==> config.mk <==
export PLATFORM = sky130hd
export DESIGN_NAME = alu_cmd_seq
export DESIGN_NICKNAME = d
export VERILOG_FILES = /design/src/rtl/alu_pkg.sv /design/src/rtl/alu8.sv /design/src/rtl/alu_cmd_seq.sv
export SDC_FILE = /design/constraint.sdc
export NUM_CORES = 1
export LEC_CHECK = 0
export ABC_CLOCK_PERIOD_IN_PS = 7200
export BUFFER_PORTS_ARGS = -buffer_cell sky130_fd_sc_hd__buf_2
export CAP_MARGIN = 20
export CORE_MARGIN = 2
export CORE_UTILIZATION = 25
export DETAILED_ROUTE_END_ITERATION = 8
export GPL_TIMING_DRIVEN = 0
export PLACE_DENSITY = 0.38
export SLEW_MARGIN = 20
export SYNTH_ARGS = -nofsm -noshare
export SYNTH_HDL_FRONTEND = slang
export SYNTH_SLANG_ARGS = --single-unit
export TNS_END_PERCENT = 20
==> constraint.sdc <==
create_clock -name clk -period 7.2 [get_ports clk]
set_input_delay 0.72 -clock clk [delete_from_list [all_inputs] [get_ports clk]]
set_output_delay 0.72 -clock clk [all_outputs]
set_load 0.01 [all_outputs]
==> src/rtl/alu_pkg.sv <==
// Shared constants for the 8-bit ALU datapath: opcodes, flag bit positions and
// the default register-index width.
package alu_pkg;

    localparam logic [2:0] OP_ADD  = 3'b000;
    localparam logic [2:0] OP_SUB  = 3'b001;
    localparam logic [2:0] OP_AND  = 3'b010;
    localparam logic [2:0] OP_OR   = 3'b011;
    localparam logic [2:0] OP_XOR  = 3'b100;
    localparam logic [2:0] OP_SHL  = 3'b101;
    localparam logic [2:0] OP_SHR  = 3'b110;
    localparam logic [2:0] OP_PASS = 3'b111;

    localparam int unsigned FLG_Z = 2;
    localparam int unsigned FLG_C = 1;
    localparam int unsigned FLG_V = 0;

    localparam int unsigned REG_IDX_W = 2;

endpackage

==> src/rtl/alu8.sv <==
// Combinational 8-bit ALU producing result Y and Z/C/V flags.
// C is carry (ADD), borrow (SUB) or the shifted-out bit (SHL/SHR); V only on ADD/SUB.
module alu8
    import alu_pkg::*;
(
    input  logic [7:0] a,
    input  logic [7:0] b,
    input  logic [2:0] op,
    output logic [7:0] y,
    output logic       z,
    output logic       c,
    output logic       v
);

    logic [8:0] sum;

    always_comb begin
        sum = '0;
        y   = '0;
        c   = 1'b0;
        v   = 1'b0;
        unique case (op)
            OP_ADD: begin
                sum = {1'b0, a} + {1'b0, b};
                y   = sum[7:0];
                c   = sum[8];
                v   = (a[7] == b[7]) && (y[7] != a[7]);
            end
            OP_SUB: begin
                y = a - b;
                c = (a < b);
                v = (a[7] != b[7]) && (y[7] != a[7]);
            end
            OP_AND:  y = a & b;
            OP_OR:   y = a | b;
            OP_XOR:  y = a ^ b;
            OP_SHL: begin
                y = {a[6:0], 1'b0};
                c = a[7];
            end
            OP_SHR: begin
                y = {1'b0, a[7:1]};
                c = a[0];
            end
            OP_PASS: y = a;
            default: y = a;
        endcase
        z = (y == 8'h00);
    end

endmodule

==> src/rtl/alu_cmd_seq.sv <==
// ALU command front-end: register file, operand select, writeback, one-entry result
// stage with valid/ready, sticky flags and a saturating op counter.
module alu_cmd_seq
    import alu_pkg::*;
#(
    parameter int unsigned NREG  = 4,
    parameter int unsigned CNT_W = 16,
    localparam int unsigned IdxW = (NREG > 1) ? $clog2(NREG) : 1
) (
    input  logic             clk,
    input  logic             rst,
    input  logic             cmd_valid,
    output logic             cmd_ready,
    input  logic             cmd_ld,
    input  logic [2:0]       cmd_op,
    input  logic [IdxW-1:0]  cmd_rd,
    input  logic [IdxW-1:0]  cmd_rs1,
    input  logic [IdxW-1:0]  cmd_rs2,
    input  logic             cmd_imm_en,
    input  logic [7:0]       cmd_imm,
    output logic             res_valid,
    input  logic             res_ready,
    output logic [7:0]       res_data,
    output logic [IdxW-1:0]  res_rd,
    output logic [2:0]       res_flags,
    output logic [2:0]       sticky_flags,
    input  logic             sticky_clr,
    output logic [CNT_W-1:0] op_count
);

    logic [7:0]       regs_q [NREG];
    logic [7:0]       regs_d [NREG];
    logic             res_valid_q, res_valid_d;
    logic [7:0]       res_data_q, res_data_d;
    logic [IdxW-1:0]  res_rd_q, res_rd_d;
    logic [2:0]       res_flags_q, res_flags_d;
    logic [2:0]       sticky_q, sticky_d;
    logic [CNT_W-1:0] op_count_q, op_count_d;

    logic       cmd_acc, alu_acc, handoff, wr_ok;
    logic [7:0] op_a, op_b, alu_y;
    logic       alu_z, alu_c, alu_v;
    logic [2:0] alu_flags;

    // Out-of-range indices (only possible when NREG is not a power of two) read as zero.
    function automatic logic [7:0] rf_read(input logic [IdxW-1:0] idx);
        if (int'(idx) < int'(NREG)) begin
            return regs_q[idx];
        end
        return 8'h00;
    endfunction

    assign cmd_ready = !res_valid_q || res_ready;
    assign cmd_acc   = cmd_valid && cmd_ready;
    assign alu_acc   = cmd_acc && !cmd_ld;
    assign handoff   = res_valid_q && res_ready;
    assign wr_ok     = int'(cmd_rd) < int'(NREG);

    assign op_a = rf_read(cmd_rs1);
    assign op_b = cmd_imm_en ? cmd_imm : rf_read(cmd_rs2);

    alu8 u_alu8 (
        .a  (op_a),
        .b  (op_b),
        .op (cmd_op),
        .y  (alu_y),
        .z  (alu_z),
        .c  (alu_c),
        .v  (alu_v)
    );

    always_comb begin
        alu_flags        = '0;
        alu_flags[FLG_Z] = alu_z;
        alu_flags[FLG_C] = alu_c;
        alu_flags[FLG_V] = alu_v;
    end

    always_comb begin
        regs_d      = regs_q;
        res_valid_d = res_valid_q;
        res_data_d  = res_data_q;
        res_rd_d    = res_rd_q;
        res_flags_d = res_flags_q;
        sticky_d    = sticky_q;
        op_count_d  = op_count_q;

        if (cmd_acc && wr_ok) begin
            regs_d[cmd_rd] = cmd_ld ? cmd_imm : alu_y;
        end

        if (alu_acc) begin
            res_valid_d = 1'b1;
            res_data_d  = alu_y;
            res_rd_d    = cmd_rd;
            res_flags_d = alu_flags;
            if (op_count_q != {CNT_W{1'b1}}) begin
                op_count_d = op_count_q + CNT_W'(1);
            end
        end else if (handoff) begin
            res_valid_d = 1'b0;
        end

        // Clear wins over the OR-in of the same cycle.
        if (sticky_clr) begin
            sticky_d = '0;
        end else if (alu_acc) begin
            sticky_d = sticky_q | alu_flags;
        end
    end

    always_ff @(posedge clk) begin
        if (rst) begin
            for (int i = 0; i < int'(NREG); i++) begin
                regs_q[i] <= '0;
            end
            res_valid_q <= 1'b0;
            res_data_q  <= '0;
            res_rd_q    <= '0;
            res_flags_q <= '0;
            sticky_q    <= '0;
            op_count_q  <= '0;
        end else begin
            regs_q      <= regs_d;
            res_valid_q <= res_valid_d;
            res_data_q  <= res_data_d;
            res_rd_q    <= res_rd_d;
            res_flags_q <= res_flags_d;
            sticky_q    <= sticky_d;
            op_count_q  <= op_count_d;
        end
    end

    assign res_valid    = res_valid_q;
    assign res_data     = res_data_q;
    assign res_rd       = res_rd_q;
    assign res_flags    = res_flags_q;
    assign sticky_flags = sticky_q;
    assign op_count     = op_count_q;

endmodule

==> out/results.env, run 1 <==
SETUP_TNS_NS=0
AREAGROWTHSYNTHTOFINISH_PCT=17.7
CTS_TREE='built'
SYNTH_CELL_TYPE_COUNT=66
POWERDENSITY_nW_PER_UM2=189
ANTENNA_VIOLATING_NETS_POST_ROUTE=0
CRITICAL_PATH.MAX_FANOUT=8
CRITICAL_PATH.CELL_CHAIN='clkbuf_1, mux4_2, mux2i_1, inv_1, ha_1, inv_1, fa_1, nand2b_1, a22o_1, o311ai_0, a211oi_1, o41ai_1, nor2_1, nor3_1'
MAXSLEWVIOLCOUNT=0
TOTALWIRELENGTH_UM=16200
MAX_SLEW.WORST_PIN.SLEW_NS=1.00
RSZ_0062_RAISED_AFTER_GLOBAL_ROUTING='no'
FIN_WORST_HOLD_SLACK_NS=0.453
POST_CTS_BUFFERS=0
PATH_CLASS_OF_THE_LOWEST_SLACK_MIN_DELAY_PATH='reg2reg'
CRITPATHCAPTURE='regs_q[6]'
STARTPOINT='cmd_rs2[1]'
REG2REG_SLACK_NS=3.35
NUM_ANTENNA_CELLS=0
VIAS_PER_CELL=5.11
ANTENNA_FOUND_INITIAL=0
DIE_AREA_UM2=20100
FIN_WORST_SKEW_NS=0.00865
CRITICAL_PATH_ARRIVAL_NS=4.81
RR_STARTPOINT='regs_q[20]'
GRT_PASS1_WL_UM=25300
POST-ROUTE-UTIL=0.299
CTS_BUFFERS=9
FIRST_PASS_ITERS=5
NUMBER_OF_ENABLE_FLIP_FLOP_CELLS_AFTER_SYNTHESIS=0
PEAKVDDDROP_mV=0.107
TIMING.REG2REG.WORST_PATH_DEPTH=10
POSTPLACECELLAREA_UM2=5280
IO_BUFFER_COUNT=49
CP_DATA_REQUIRED_TIME_NS=7.46
DIE_WIDTH_UM=142
CLKSINKCOUNT=65
HEIGHT_OF_THE_DIE_UM=142
FMAX_MHz=220
POSTSYNTHNETCOUNT=622
CLK_PIN_SLEW_NS=0.06
GRT_OVERFLOW_TOTAL=0
SLOWEST_STAGE='o41ai_1'
MAX_CAP_VIOLATIONS=0
INITIAL_DRC_COUNT=326
STATUS='complete, no violations'
CLOCK-ROOT-BUFFER='clkbuf_16'
VIAS=4444
NUM_IO_PINS=58
SYNTH.YOSYS.SEQ_AREA_SHARE=0.275
SETUP_WS_NS=2.65
PATH_COMMON_CELL='inv_1'
CELL_COUNT_AFTER_SYNTHESIS=571
FINALCRITPERIODSHARE=0.632
FINALWORSTPATHREQUIREDPERIOD_NS=4.55
DESIGN.CORE.AREA_UM2=18600
POST_SYNTH.CELL_AREA_AVG_UM2=8.30
CLOCK_LATENCY_NS=0.33
TIMING_WORST_SETUP_PATH_TYPE='in2reg'
ROUTE.DETAILED.WL_PER_INST_UM=18.6
STD_CELL_ROWS=50
YOSYS_WARNINGS=0
GRT_PASS1_VIAS=4299
SYNTH.FF_LATCH_COUNT=65
FINAL_LAYOUT_SIZE_SUFFIX_GT1_FRAC=0.165
CTS_BUFFER_DEPTH=2
HPWL_UM=12800
LAYOUT.NETS=682
CTS-HOLD-FIX-BUFFERS=0
CRITICAL-PATH-MAX-STAGE-DELAY_NS=0.77
POWER_LEAKAGE_nW=2.22
GRT_START_MAX_NET_PINS=12
FINAL_HOLD_VIOLATING_ENDPOINTS=0
STDCELL_AREA_UM2=5580
INITIAL_UTILIZATION=0.254
TRACK_USAGE=0.166
GP_CONGESTION=0.883
ENDPOINT_KIND='flop'
ASYNC_FLOP_SHARE=0
SLEW_HEADROOM=0.331
FINAL-SETUP-VIOL-COUNT=0
SETUP.WORST_PATH.START_CLASS='primary input'
DRC_ERRORS=0
CTS_MAX_LEVEL=3
SYN_AREA_UM2=4740
RR_ENDPOINT='regs_q[20]'
POST_CTS_RESIZE_COUNT=0
YOSYS_MOST_USED_DFF='dfxtp_1'
PRECTSSETUPSLACK_NS=2.28
==> cell type report <==
type	count	area, um2
plain buffers	41	189
fillers	2010	13100
well taps	234	293
repair buffers	49	245
clock buffers	10	239
multi-input cells	437	3150
inverters	28	105
flip-flops and latches	65	1300
clock inverters	5	56.3
==> placed cells by master (no fill, tap or decap), types with 3 or more instances in the layout <==
master     netlist  layout
a211oi_1        15      15
a21o_1           4       4
a21oi_1         43      43
a22oi_1          4       4
a32oi_1          3       3
and2_1           4       4
and3_1           9       9
and3b_1          3       3
buf_2            7      56
buf_6            3       3
clkbuf_1        28      28
clkbuf_16        0       9
dfxtp_1         65      65
ha_1            25      25
inv_1           28      28
mux2i_1         24      24
mux4_2          19      19
nand2_1         48      48
nand2b_1        14      14
nand3_1          9       9
nand3b_1        10      10
nand4_1          7       7
nor2_1          75      75
nor2b_1          5       5
nor3_1          16      15
nor3b_1          3       3
o211ai_1         8       8
o21ai_0         16      16
o22ai_1          7       7
or3_1            9       9
xnor2_1          8       8
xor2_1           8       8
==> per-stage QoR <==
step | power [mW] | std cells
detailed placement | 0.625 | 854
global placement | 0.624 | 854
finish | 1.05 | 869
floorplan | 0.550 | 571
CTS | 1.07 | 869
global route | 1.11 | 869
==> synthesized netlist by cell type, drive strengths merged, types with 13 or more instances <==
master	instances	area share
mux2i	24	0.051
inv	28	0.022
nor2	75	0.059
nor3	16	0.017
mux4	19	0.090
o21ai	16	0.017
a21oi	43	0.045
nand2b	14	0.018
a211oi	15	0.024
buf	13	0.018
ha	25	0.066
nand2	48	0.038
clkbuf	28	0.022
dfxtp	65	0.27
==> report_power, final <==
group	leakage (nW)	switching (mW)	internal, mW
Clock	0.144	0.161	0.275
Combinational	1.55	0.146	0.0875
Sequential	0.528	0.0119	0.373
Total	2.22	0.319	0.735
==> worst max-delay path: cells and delay by family <==
| family | cells | cell delay, ns |
|---|---|---|
| AO/OA/AOI/OAI | 4 | 1.66 |
| multiplexers | 2 | 0.87 |
| buffers and inverters | 3 | 0.72 |
| adder cells (fa/ha/maj) | 2 | 0.47 |
| AND/OR/NAND/NOR | 3 | 0.36 |
==> registers in the layout, indices dropped and copies added (netlist names) <==
name and flops:
sticky_flags 3, op_count 16, res_flags 3, regs_q 32, res_data 8, res_valid 1, res_rd 2
==> kinds of logic (layout without fill, tap and decap cells) <==
family          count (synthesis)  in the layout  synth area share
fa+ha+maj                      27             27            0.0745
mux                            45             45             0.147
compound gates                127            127             0.180
flops                          65             65             0.275
buf+inv                        69            133            0.0621
xor+xnor                       16             16            0.0296
simple gates                  222            222             0.233
==> worst min path at each step <==
stage / from / endpoint / slack, ns / depth (start not counted)
global route: sticky_flags[2] / sticky_flags[2] / 0.47 / 2
detailed placement: res_data[2] / res_data[2] / 0.45 / 2
CTS: res_data[2] / res_data[2] / 0.46 / 2
global placement: res_rd[0] / res_rd[0] / 0.44 / 2
floorplan: regs_q[9] / regs_q[9] / 0.45 / 2
finish: res_rd[1] / res_rd[1] / 0.45 / 2
==> per-layer routing <==
layer,part of all wire,GRT usage,up-vias
li1,-,-,2176
met1,0.46,0.214,2155
met2,0.49,0.283,93
met3,0.036,0.0270,20
met4,0.017,0.0547,0
met5,0,0,-
(Power assumes the default switching activity.)
==> run 2: changes to the inputs <==
--- a/config.mk
+++ b/config.mk
@@ -5,7 +5,7 @@
 export SDC_FILE = /design/constraint.sdc
 export NUM_CORES = 1
 export LEC_CHECK = 0
-export ABC_CLOCK_PERIOD_IN_PS = 7200
+export ABC_CLOCK_PERIOD_IN_PS = 4400
 export BUFFER_PORTS_ARGS = -buffer_cell sky130_fd_sc_hd__buf_2
 export CAP_MARGIN = 20
 export CORE_MARGIN = 2
==> constraint.sdc (replaced) <==
create_clock -name clk -period 4.4 [get_ports clk]
set_input_delay 0.44 -clock clk [delete_from_list [all_inputs] [get_ports clk]]
set_output_delay 0.44 -clock clk [all_outputs]
set_load 0.01 [all_outputs]
==> run 2 against run 1 <==
Against the previous run: hold slack worse by 0.057 ns; clock power is 64% higher; register-to-register slack worse by 2.7 ns; via count is 0.14% lower; first-iteration DRC count is 12% higher; highest routed layer unchanged; critical endpoint is now res_flags[2].
==> out/results.env, run 2 (synthesis results as in run 1) <==
CTS_BUFFERS=9  # unchanged
TIMING.REG2REG.WORST_PATH_DEPTH=10  # unchanged
FINAL-SETUP-VIOL-COUNT=0  # unchanged
IO_BUFFER_COUNT=49  # unchanged
FINAL_LAYOUT_SIZE_SUFFIX_GT1_FRAC=0.169  # +0.00315
NUM_ANTENNA_CELLS=0  # unchanged
CRITICAL-PATH-MAX-STAGE-DELAY_NS=0.45  # -0.32 ns
GRT_PASS1_VIAS=4299  # unchanged
POWER_LEAKAGE_nW=2.23  # +0.34%
SETUP.WORST_PATH.START_CLASS='primary input'
LAYOUT.CELLS.MOST_COMMON_LIST='nor2_1, dfxtp_1, buf_2, nand2_1, a21oi_1'
NUM_IO_PINS=58  # unchanged
DIE_WIDTH_UM=142  # unchanged
TIMING_WORST_SETUP_PATH_TYPE='in2reg'
DIE_AREA_UM2=20100  # unchanged
VIAS_PER_CELL=5.11  # -0.14%
POWERDENSITY_nW_PER_UM2=309  # +63%
SETUP_WS_NS=0.491  # -2.16 ns
ANTENNA_VIOLATING_NETS_POST_ROUTE=0  # unchanged
CRITICAL_PATH.MAX_FANOUT=8  # unchanged
RR_STARTPOINT='regs_q[20]'
LAYOUT_COMMONEST_CELL='nor2_1'
ENDPOINT_KIND='flop'
ROUTE.DETAILED.WL_PER_INST_UM=18.6  # about the same
SLOWEST_STAGE='clkbuf_1'
PATH_CLASS_OF_THE_LOWEST_SLACK_MIN_DELAY_PATH='in2reg'
FIN_WORST_SKEW_NS=0.00743  # -0.00121 ns
LARGEST_REGISTER_FF_COUNT=32  # unchanged
PEAKVDDDROP_mV=0.176  # +64%
FMAX_MHz=256
SWITCH_SHARE=0.302  # -0.000459
GP_CONGESTION=0.883  # unchanged
CTS_BUFFER_DEPTH=2  # unchanged
INITIAL_DRC_COUNT=364  # +12%
INTERNAL_POWER_mW=1.20  # +64%
POST-ROUTE-UTIL=0.300  # +0.000469
CRITICAL_PATH_ARRIVAL_NS=4.15  # -0.66 ns
FINALWORSTPATHREQUIREDPERIOD_NS=3.91
WORST_HOLD_PATH.ENDPOINT='sticky_flags[1]'
FINALCRITPERIODSHARE=0.888
MULTIINPUTGATEAREA_UM2=3160  # +0.24%
SWITCH_PWR_uW=521  # +63%
CLKSINKCOUNT=65  # unchanged
FIRST_PASS_ITERS=5  # unchanged
DRC_ERRORS=0  # unchanged
SEQ_AREA_UM2=1300  # unchanged
PRECTSSETUPSLACK_NS=-0.236  # -2.52 ns
GRT_PASS1_WL_UM=25300  # unchanged
RSZ_0062_RAISED_AFTER_GLOBAL_ROUTING='no'
STATUS='complete, no violations'
CP_DATA_REQUIRED_TIME_NS=4.64  # -2.82 ns
LARGEST_REGISTER='regs_q'
AREAGROWTHSYNTHTOFINISH_PCT=17.9
SEQUENTIAL_SHARE_OF_POWER=0.365  # about the same
GRT_START_MAX_NET_PINS=12  # unchanged
MAXSLEWVIOLCOUNT=0  # unchanged
VIAS=4438  # -0.14%
MAX_CAP_VIOLATIONS=0  # unchanged
CLOCK_LATENCY_NS=0.33  # about the same
COMB_POWER_SHARE=0.222  # about the same
MAX_SLEW.WORST_PIN.SLEW_NS=0.984  # -0.0161 ns
REG2REG_SLACK_NS=0.63  # -2.72 ns
STD_CELL_ROWS=50  # unchanged
TOTALWIRELENGTH_UM=16200  # about the same
FINAL_HOLD_VIOLATING_ENDPOINTS=0  # unchanged
RR_ENDPOINT='regs_q[20]'
CRITICAL_PATH.CELL_CHAIN='clkbuf_1, mux4_2, mux2i_1, ha_1, o21bai_1, nor4b_1, nor3_1, or2_2, and4b_1, or3_4, o41ai_2'
POST_CTS_BUFFERS=0  # unchanged
CLOCK-ROOT-BUFFER='clkbuf_16'
CTS_MAX_LEVEL=3  # unchanged
HEIGHT_OF_THE_DIE_UM=142  # unchanged
FINAL.FILL_COUNT=2011  # +0.050%
LAYOUT.NETS=682  # unchanged
INITIAL_UTILIZATION=0.254  # unchanged
CLK_PIN_SLEW_NS=0.06  # about the same
GRT_OVERFLOW_TOTAL=0  # unchanged
SLEW_HEADROOM=0.342  # +0.0108
TRACK_USAGE=0.166  # unchanged
HP-START='sticky_clr'
ANTENNA_FOUND_INITIAL=0  # unchanged
HPWL_UM=12800  # unchanged
CTS_TREE='built'
MIN_DELAY_PATH_DEPTH=3  # +1
DESIGN.CORE.AREA_UM2=18600  # unchanged
POWER.SHARE.CLOCK=0.413  # about the same
[run 2: cell types whose count changed in the layout (fill, tap and decap cells not counted)]
cell	delta
o41ai_1	-1
clkbuf_1	-1
o41ai_2	+1
clkbuf_2	+1
[run 2: worst max-delay path: cells and delay by family]
kind,cells,cell delay (ns)
muxes,2,0.80
adders and majority gates,1,0.36
buffers and inverters,1,0.45
AOI/OAI and AO/OA,2,0.53
and+or+nand+nor,5,1.56
[run 2: per-layer routing]
metal | wire [um] | GRT usage
met1 | 7410 | 0.214
met2 | 7920 | 0.283
met3 | 594 | 0.0270
met4 | 252 | 0.0547
met5 | 0 | 0
[run 2: final cells by class]
| cell class | instances | share of cell area |
|---|---|---|
| buffer | 41 | 0.0341 |
| clock buffer | 10 | 0.0428 |
| clock inverter | 5 | 0.0101 |
| inverter | 28 | 0.0188 |
| multi-input combinational | 437 | 0.565 |
| sequential | 65 | 0.233 |
| tap | 234 | 0.0524 |
| timing repair buffer | 49 | 0.0439 |
[run 2: worst max-delay path by stage]
stage               slack (ns)           end        from  cells past startpoint
floorplan                 0.61  res_flags[2]  cmd_rs2[1]                     12
global placement         -0.34     regs_q[6]  cmd_rs2[1]                     14
detailed placement       -0.24     regs_q[6]  cmd_rs2[1]                     14
CTS                       0.09     regs_q[6]  cmd_rs2[1]                     14
global route              0.14    regs_q[15]  cmd_rs2[0]                     11
finish                    0.49  res_flags[2]  cmd_rs2[0]                     11
[run 2: power by group through the flow]
stage	clock network (mW)	logic [mW]	registers, mW
finish	0.712	0.382	0.630
global route	0.765	0.420	0.633
CTS	0.735	0.383	0.630
detailed placement	0	0.380	0.642
global placement	0	0.380	0.641
floorplan	0	0.260	0.640
[run 2: timing repair]
action | in CTS | in global routing
endpoints found under the setup margin | 0 | 19
hold buffers | 0 | 0
endpoints found under the hold margin | 0 | 0
gates resized for setup | 0 | 4
[run 2: stage by stage]
step | total power [mW] | instances | TNS, ns | hold WS (ns) | instance area [um2]
2_1_floorplan | 0.900 | 571 | 0 | 0.453 | 4740
3_3_place_gp | 1.02 | 854 | -3.40 | 0.445 | 5280
3_5_place_dp | 1.02 | 854 | -2.91 | 0.448 | 5280
4_1_cts | 1.75 | 869 | 0 | 0.389 | 5580
5_1_grt | 1.82 | 869 | 0 | 0.421 | 5590
6_report | 1.72 | 869 | 0 | 0.396 | 5590
==> run 3: changes to the inputs <==
--- a/config.mk
+++ b/config.mk
@@ -13,6 +13,7 @@
 export DETAILED_ROUTE_END_ITERATION = 8
 export GPL_TIMING_DRIVEN = 0
 export PLACE_DENSITY = 0.38
+export SETUP_SLACK_MARGIN = 0.4
 export SLEW_MARGIN = 20
 export SYNTH_ARGS = -nofsm -noshare
 export SYNTH_HDL_FRONTEND = slang
==> constraint.sdc (replaced) <==
create_clock -name clk -period 4.4 [get_ports clk]
set_input_delay 0.44 -clock clk [delete_from_list [all_inputs] [get_ports clk]]
set_output_delay 0.44 -clock clk [all_outputs]
set_load 0.05 [all_outputs]
==> run 3 against run 2 <==
Against the previous run: combinational power rose by 8.1%; sequential power about the same; non-clock buffer count unchanged; final cell count did not move; sequential share of layout area shrank 0.094 points; fmax rose by 4.5%; routed wire length up 0.30%; register-to-register slack improved by 0.10 ns; cell area grew 0.40%.
==> out/results.env, run 3 (synthesis results as in run 1) <==
ENDPOINT_KIND='flop'
FIN_WORST_SKEW_NS=0.00850  # +0.00106 ns
STATUS='complete, no violations'
FINAL_LAYOUT_SIZE_SUFFIX_GT1_FRAC=0.176  # +0.00787
MAXSLEWVIOLCOUNT=0  # unchanged
PATH_CLASS_OF_THE_LOWEST_SLACK_MIN_DELAY_PATH='in2reg'
LAYOUT.NETS=682  # unchanged
LAYOUT_COMMONEST_CELL='nor2_1'
WIRELENGTH_MET1_UM=7450  # +0.51%
TIMING.REG2REG.WORST_PATH_DEPTH=12  # +2
FIN_WORST_HOLD_SLACK_NS=0.397  # +0.000184 ns
GRT_PASS1_VIAS=4302  # +0.070%
GRT_PASS1_WL_UM=25300  # about the same
IO_BUFFER_COUNT=49  # unchanged
CLKSINKCOUNT=65  # unchanged
CTS_BUFFERS=9  # unchanged
ROUTE.DETAILED.WL_PER_INST_UM=18.7  # +0.30%
LAYOUT.CELLS.MOST_COMMON_LIST='nor2_1, dfxtp_1, buf_2, nand2_1, a21oi_1'
VIAS=4430  # -0.18%
HP-START='sticky_clr'
RR_STARTPOINT='regs_q[16]'
GP_CONGESTION=0.883  # unchanged
PEAKVDDDROP_mV=0.175  # -0.36%
REG2REG_SLACK_NS=0.73  # +0.10 ns
FINAL_HOLD_VIOLATING_ENDPOINTS=0  # unchanged
SETUP.WORST_PATH.START_CLASS='primary input'
GRT_START_MAX_NET_PINS=12  # unchanged
HPWL_UM=12800  # unchanged
FMAX_MHz=267  # +4.5%
STDCELL_AREA_UM2=5610  # +0.40%
CLOCK_LATENCY_NS=0.33  # about the same
MAX_CAP_VIOLATIONS=0  # unchanged
INITIAL_UTILIZATION=0.254  # unchanged
CRITICAL_PATH_ARRIVAL_NS=3.98  # -0.17 ns
NUM_ANTENNA_CELLS=0  # unchanged
FIN_CELLS=869  # unchanged
CTS_BUFFER_DEPTH=2  # unchanged
CP_DATA_REQUIRED_TIME_NS=4.64  # about the same
DIE_AREA_UM2=20100  # unchanged
SETUP_WS_NS=0.658  # +0.167 ns
TOTALWIRELENGTH_UM=16200  # +0.30%
FIN_TOTAL_PWR_mW=1.76  # +1.8%
CTS_MAX_LEVEL=3  # unchanged
TIMING_WORST_SETUP_PATH_TYPE='in2reg'
POWER_LEAKAGE_nW=2.23  # about the same
WL_MET2_UM=7980  # +0.72%
TRACK_USAGE=0.166  # unchanged
CLK_PIN_SLEW_NS=0.06  # about the same
VIAS_PER_CELL=5.10  # -0.18%
POSTPLACECELLAREA_UM2=5280  # unchanged
LARGEST_REGISTER='regs_q'
POST_CTS_BUFFERS=0  # unchanged
ANTENNA_FOUND_INITIAL=0  # unchanged
DRC_ERRORS=0  # unchanged
FIRST_PASS_ITERS=5  # unchanged
FINALWORSTPATHREQUIREDPERIOD_NS=3.74  # -0.167 ns
SETUP_TNS_NS=0  # unchanged
GRT_OVERFLOW_TOTAL=0  # unchanged
MAX_SLEW.WORST_PIN.SLEW_NS=1.03  # +0.0494 ns
WORST_HOLD_PATH.ENDPOINT='sticky_flags[1]'
ANTENNA_VIOLATING_NETS_POST_ROUTE=0  # unchanged
SLEW_HEADROOM=0.309  # -0.0330
DESIGN.CORE.AREA_UM2=18600  # unchanged
INITIAL_DRC_COUNT=337  # -7.4%
PRECTSSETUPSLACK_NS=-0.236  # unchanged
DIE_WIDTH_UM=142  # unchanged
DP_CELLS=854  # unchanged
LARGEST_REGISTER_FF_COUNT=32  # unchanged
FINAL.FILL_COUNT=2010  # -0.050%
HEIGHT_OF_THE_DIE_UM=142  # unchanged
POST-ROUTE-UTIL=0.301  # +0.00121
CRITICAL_PATH.MAX_FANOUT=8  # unchanged
MIN_DELAY_PATH_DEPTH=3  # unchanged
POST_CTS_RESIZE_COUNT=3  # +3
NUM_IO_PINS=58  # unchanged
RR_ENDPOINT='res_flags[2]'
FINALCRITPERIODSHARE=0.850  # -0.0380
POWERDENSITY_nW_PER_UM2=313  # +1.4%
FINAL-SETUP-VIOL-COUNT=0  # unchanged
CLOCK-ROOT-BUFFER='clkbuf_16'
CTS-HOLD-FIX-BUFFERS=0  # unchanged
AREAGROWTHSYNTHTOFINISH_PCT=18.4
ROUTE.TOP_LAYER_USED='met4'
STD_CELL_ROWS=50  # unchanged
MET3_WL_UM=555  # -6.6%
RSZ_0062_RAISED_AFTER_GLOBAL_ROUTING='no'
CTS_TREE='built'
run 3: metal layers:
metal  up-vias  GRT usage
met5         -          0
met4         0     0.0547
met3        17     0.0270
met2        89      0.283
met1      2150      0.214
li1       2174          -
run 3: worst max-delay path, cell delays in order:
cell and delay [ns]:
clkbuf_4 0.22, mux4_2 0.53, mux2i_1 0.27, inv_1 0.11, ha_1 0.24, fa_1 0.46
a211oi_1 0.23, o21bai_1 0.14, a21oi_2 0.23, mux2i_2 0.30, nor3_1 0.11, or3_4 0.41
o41ai_2 0.27
run 3: power breakdown:
| group | internal [mW] | leakage, nW | switching (mW) |
|---|---|---|---|
| clock | 0.449 | 0.144 | 0.263 |
| combinational | 0.146 | 1.55 | 0.267 |
| sequential | 0.610 | 0.528 | 0.0195 |
| total | 1.21 | 2.23 | 0.550 |
run 3: worst max-delay path by stage:
stage                               to  cells past startpoint       start
after floorplan           res_flags[2]                     12  cmd_rs2[1]
final                     res_flags[2]                     13  cmd_rs2[1]
after global placement       regs_q[6]                     14  cmd_rs2[1]
after detailed placement     regs_q[6]                     14  cmd_rs2[1]
after CTS                 res_flags[2]                     13  cmd_rs2[0]
after global routing        regs_q[15]                     11  cmd_rs2[1]
run 3: final cells by class:
cell class              instances  area, um2  area share
multi-input cells             437       3170       0.566
flip-flops and latches         65       1300       0.232
well taps                     234        293      0.0522
repair buffers                 49        245      0.0437
clock buffers                  10        239      0.0426
plain buffers                  41        194      0.0346
inverters                      28        105      0.0187
clock inverters                 5       56.3      0.0100
